### config.mk
export PLATFORM = sky130hd
export DESIGN_NAME = cdb_arbiter
export DESIGN_NICKNAME = d
export VERILOG_FILES = /design/src/rtl/tomasulo_pkg.sv /design/src/rtl/cdb_arb_rr.sv /design/src/rtl/cdb_arbiter.sv
export SDC_FILE = /design/constraint.sdc
export NUM_CORES = 1
export LEC_CHECK = 0
export BUFFER_PORTS_ARGS = -buffer_cell sky130_fd_sc_hd__buf_2
export CAP_MARGIN = 20
export CORE_MARGIN = 1
export CORE_UTILIZATION = 40
export CTS_CLUSTER_SIZE = 14
export DETAILED_ROUTE_END_ITERATION = 8
export PLACE_DENSITY = 0.71
export REMOVE_ABC_BUFFERS = 1
export SLEW_MARGIN = 10
export SYNTH_ARGS = -nofsm -noshare
export SYNTH_HDL_FRONTEND = slang
export SYNTH_HIERARCHICAL = 1
export SYNTH_SLANG_ARGS = --single-unit
### constraint.sdc
create_clock -name clk -period 2.28 [get_ports clk]
set_input_delay 0.114 -clock clk [delete_from_list [all_inputs] [get_ports clk]]
set_output_delay 0.114 -clock clk [all_outputs]
set_load 0.01 [all_outputs]
### src/rtl/tomasulo_pkg.sv
// Shared Tomasulo types: ROB ids, the CDB broadcast record and the CDB requester indices.
// Used by cdb_arbiter (arbitration mode selected with CDB_ARB_RR_EN).
package tomasulo_pkg;

    localparam int TAG_W  = 8;
    localparam int REG_AW = 5;
    localparam int XLEN   = 32;
    localparam int ROB_AW = 5;

    typedef logic [ROB_AW-1:0] robid_t;

    typedef struct packed {
        logic              vld;
        logic [TAG_W-1:0]  tag;
        logic [REG_AW-1:0] wa;
        logic [XLEN-1:0]   wdata;
        robid_t            robid;
    } cdb_t;

    localparam int CDB_W = $bits(cdb_t);

    localparam int CDB_REQ_N = 3;

    typedef enum logic [1:0] {
        CDB_REQ_LOGIC = 2'd0,
        CDB_REQ_ARITH = 2'd1,
        CDB_REQ_MPY   = 2'd2
    } cdb_req_t;

endpackage

### src/rtl/cdb_arb_rr.sv
// One-hot grant over N request bits. With CDB_ARB_RR_EN defined: round-robin
// starting after the last winner; otherwise fixed priority, highest index first.
module cdb_arb_rr #(
    parameter int N = 3
) (
`ifdef CDB_ARB_RR_EN
    input  logic         clk,
    input  logic         rst_n,
`endif
    input  logic [N-1:0] req_i,
    output logic [N-1:0] gnt_o
);

`ifdef CDB_ARB_RR_EN
    localparam int IW = (N > 1) ? $clog2(N) : 1;

    logic [IW-1:0] last_q, last_d;
    logic [IW-1:0] idx;

    always_comb begin
        gnt_o  = '0;
        last_d = last_q;
        idx    = '0;
        for (int off = 1; off <= N; off++) begin
            idx = IW'((int'(last_q) + off) % N);
            if (gnt_o == '0 && req_i[idx]) begin
                gnt_o[idx] = 1'b1;
                last_d     = idx;
            end
        end
    end

    // last_d only moves off last_q when a grant is issued
    always_ff @(posedge clk or negedge rst_n) begin
        if (!rst_n) begin
            last_q <= IW'(N - 1);
        end else begin
            last_q <= last_d;
        end
    end
`else
    always_comb begin
        gnt_o = '0;
        for (int i = 0; i < N; i++) begin
            if (req_i[i]) begin
                gnt_o    = '0;
                gnt_o[i] = 1'b1;
            end
        end
    end
`endif

endmodule

### src/rtl/cdb_arbiter.sv
// Common-data-bus arbiter: one holding slot per FU pipe, one registered broadcast per cycle.
// Arbitration policy set by CDB_ARB_RR_EN (round-robin) or its absence (fixed, mpy first).
module cdb_arbiter
    import tomasulo_pkg::*;
#(
    parameter int N = CDB_REQ_N
) (
    input  logic               clk,
    input  logic               rst_n,
    input  logic [N-1:0]       req_vld,
    input  logic [N*CDB_W-1:0] req_cdb,
    output logic [N-1:0]       req_rdy,
    input  logic               flush,
    output logic [CDB_W-1:0]   cdb_o,
    output logic               busy
);

    cdb_t         hold_q [N];
    logic [N-1:0] hold_vld_q, hold_vld_d;
    logic [N-1:0] gnt;
    logic [N-1:0] xfer;
    logic [N-1:0] arb_req;
    cdb_t         cdb_q, cdb_d;

    // Grant depends only on held state and flush, keeping req_vld off the ready path
    assign arb_req = hold_vld_q & {N{~flush}};

    cdb_arb_rr #(.N(N)) u_arb (
`ifdef CDB_ARB_RR_EN
        .clk   (clk),
        .rst_n (rst_n),
`endif
        .req_i (arb_req),
        .gnt_o (gnt)
    );

    assign req_rdy = {N{~flush}} & (~hold_vld_q | gnt);
    assign xfer    = req_vld & req_rdy;

    always_comb begin
        hold_vld_d = hold_vld_q;
        cdb_d      = cdb_q;
        cdb_d.vld  = 1'b0;
        for (int i = 0; i < N; i++) begin
            if (gnt[i]) begin
                cdb_d         = hold_q[i];
                cdb_d.vld     = 1'b1;
                hold_vld_d[i] = 1'b0;
            end
            if (xfer[i]) begin
                hold_vld_d[i] = 1'b1;
            end
        end
        if (flush) begin
            hold_vld_d = '0;
        end
    end

    always_ff @(posedge clk or negedge rst_n) begin
        if (!rst_n) begin
            hold_vld_q <= '0;
            cdb_q      <= '0;
            for (int i = 0; i < N; i++) begin
                hold_q[i] <= '0;
            end
        end else begin
            hold_vld_q <= hold_vld_d;
            cdb_q      <= cdb_d;
            for (int i = 0; i < N; i++) begin
                if (xfer[i]) begin
                    hold_q[i] <= req_cdb[i*CDB_W +: CDB_W];
                end
            end
        end
    end

    assign cdb_o = cdb_q;
    assign busy  = |hold_vld_q;

endmodule

==> impl_metrics.yaml <==
finish:
  fillers: 1497
  layout-drive-gt1-share_pct: 43.8
  final_core_util_pct: 59.6
  multi_input_area_mm2: 0.00289
  seq_area_mm2: 0.00510
  synthToLayoutAreaGrowth_pct: 46.6
  final_cells: 1224
  layout.nets: 1097
worst_setup_path:
  worstPathMaxFanout: 55
  r2r_start: "hold_vld_q[2]"
  cp_slowest_cell: "buf_4"
  cp_common_cell: "buf_4"
  critPathBufInv: 2
  startpoint: "hold_vld_q[2]"
  worstSetupPathType: "register to register"
  arrival_ps: 2370
  crit_required_ps: 2630
  crit_chain: "nor2b_4 -> buf_4 -> nor3_4 -> buf_4 -> a22oi_1 -> o21ai_0"
  crit_path_max_incr_delay_ps: 520
  endpoint_kind: "register"
  path_delay_family: "buffers and inverters"
  crit_path_start_kind: "register"
place:
  placedCellCount: 1025
  dp_hpwl_um: 12100
  gp_congestion: 0.719
  io_buffer_count: 210
global_routing:
  antenna_found_initial: 1
  grt.total_usage_pct: 21.5
  grt_pass1_wl_um: 36200
  grt_max_degree: 65
  grt_pass1_vias: 6852
  overflow: 0
logic_synthesis:
  yosysUniqueCellTypes: 18
  yosysWarnings: 6
  synth-seq-area-share_pct: 62.2
  syn_area_mm2: 0.00820
  synth_seq_cells: 204
  syn_inst: 573
  syn_area_per_cell_um2: 14.3
routing:
  wl_um: 22300
  vias_per_cell: 5.16
  drc: 0
  ant_nets: 0
  drt_iter0_drc: 225
  wl_per_cell_um: 18.2
  firstDrtPassIters: 4
  dr_total_vias: 6312
floorplanning:
  pin_count: 214
  rows: 52
  die_area_mm2: 0.0211
  die_h_um: 145
  core_area_mm2: 0.0202
  initial_core_util_pct: 40.7
  die_w_um: 145
timing:
  tightest_slew_ps: 591
  timing.hold.ws_ps: 156
  finalCritPeriodShare_pct: 88.7
  max_freq_ghz: 0.495
  hold_viol: 0
  finalSetupViolations: 0
  rsz0062_at_grt: "no"
  fin_crit_ps: 2020
  finClkSkew_ps: 14.6
  slew_violations: 0
  slew_headroom_pct: 60.6
clocking:
  cts_buffers: 24
  cts_max_level: 1
  cts-root-buf: "clkbuf_16"
  clk_pin_slew_ps: 60
  clock_sinks: 204
  cts_buffer_depth: 3
  postCtsSetupRepairBufs: 0
  cts_tree: "done"
  clock_latency_ps: 510
  post_cts_resized: 0
worst_hold_path:
  hold_path.class: "primary input to async pin"
pwr:
  ir_drop_mv: 0.614
  power_density_mw_per_mm2: 885
  switching_share_pct: 25.7
  p_int_w: 0.00791
  power_leakage_nw: 5.35
  p_clk_share_pct: 36.4
  power_w: 0.0106
  power.share.combinational_pct: 18.4
  seqPwrFrac_pct: 45.2
  p_sw_w: 0.00274
job:
  cap_violations: 0
status:
  status: "complete, no violations"
==> routing by layer <==
metal  track usage, %  routed length [um]  vias up
met3             4.31                1220       51
met2             37.4               11300      236
met4             7.32                 629        0
met1             26.6                9120     3171
met5                0                   0        -
li1                 -                   -     2854
==> stage by stage <==
step	setup TNS [ps]	area (um^2)	setup slack [ps]
detailed placement	0	9650	302
global route	0	12000	146
global placement	0	9650	323
floorplan	-848840	7960	-5650
CTS	0	12000	296
finish	0	12000	259
==> layout by cell type (no fill, tap or decap) <==
master / synthesis / routed
a21oi_1: 1 / 1
a22oi_1: 99 / 99
and3b_1: 1 / 1
buf_12: 0 / 10
buf_2: 13 / 209
buf_4: 6 / 6
bufinv_16: 0 / 3
clkbuf_1: 20 / 5
clkbuf_16: 0 / 24
clkbuf_8: 0 / 6
clkinv_2: 0 / 3
clkinv_8: 0 / 1
dfrtp_1: 204 / 204
diode_2: 0 / 1
dlygate4sd3_1: 0 / 157
inv_1: 1 / 1
mux2_1: 3 / 3
mux2_2: 147 / 147
nor2_1: 9 / 9
nor2b_1: 8 / 5
nor2b_4: 0 / 3
nor3_4: 0 / 1
nor3b_2: 3 / 1
nor3b_4: 1 / 3
o21ai_0: 50 / 50
or3_1: 1 / 1
==> layout make-up <==
type                       instances  share of cell area, %
sequential                       204                   42.4
clock inverter                     7                   1.01
clock buffer                      34                   5.72
timing repair buffer             383                   23.9
inverter                           1                 0.0312
antenna                            1                 0.0208
multi-input combinational        324                   24.1
tap                              270                   2.81
==> power groups by stage <==
stage | clock network (W) | registers [W] | logic [W]
after global routing | 0.00410 | 0.00492 | 0.00213
after floorplan | 0 | 0.00489 | 0.000871
final | 0.00387 | 0.00481 | 0.00196
after detailed placement | 0 | 0.00484 | 0.00172
after global placement | 0 | 0.00482 | 0.00167
after CTS | 0.00395 | 0.00479 | 0.00193
==> repair_timing <==
action | CTS | global route
hold buffers | 157 | 0
hold endpoints to repair | 206 | 0
endpoints found under the setup margin | 0 | 0
==> registers in the layout, summed over array words and instances (netlist names) <==
name        flops
hold_vld_q      3
cdb_o          51
hold_q        150
==> path summary, 6_finish.rpt <==
path	to	slack [ps]	depth (start not counted)
setup / recovery	cdb_o[18]	260	6
hold / removal	hold_q[77]	160	2
setup reg to reg	cdb_o[18]	260	6
hold reg to reg	hold_q[131]	490	1
max in group asynchronous	cdb_o[21]	1360	3
min in group clk	hold_q[131]	370	3
==> synthesized netlist by cell type <==
cell type    n  area, um^2
a21oi_1      1        5.00
a22oi_1     99         743
and3b_1      1        8.76
buf_2       13        65.1
buf_4        6        45.0
buf_6        5        56.3
clkbuf_1    20        75.1
dfrtp_1    204        5100
inv_1        1        3.75
mux2_1       3        33.8
mux2_2     147        1660
nor2_1       9        33.8
nor2b_1      8        50.1
nor3_2       1        10.0
nor3b_2      3        37.5
nor3b_4      1        18.8
o21ai_0     50         250
or3_1        1        6.26
==> cell families (layout without fill, tap and decap cells) <==
kind of cell / count (synthesis) / after routing / share of synthesized area (%)
DFF: 204 / 204 / 62.2
AOI/OAI and AO/OA: 150 / 150 / 12.2
muxes: 150 / 150 / 20.6
buffers and inverters: 45 / 425 / 2.99
and+or+nand+nor: 24 / 24 / 2.01
other: 0 / 1 / 0
(Power assumes the default switching activity.)
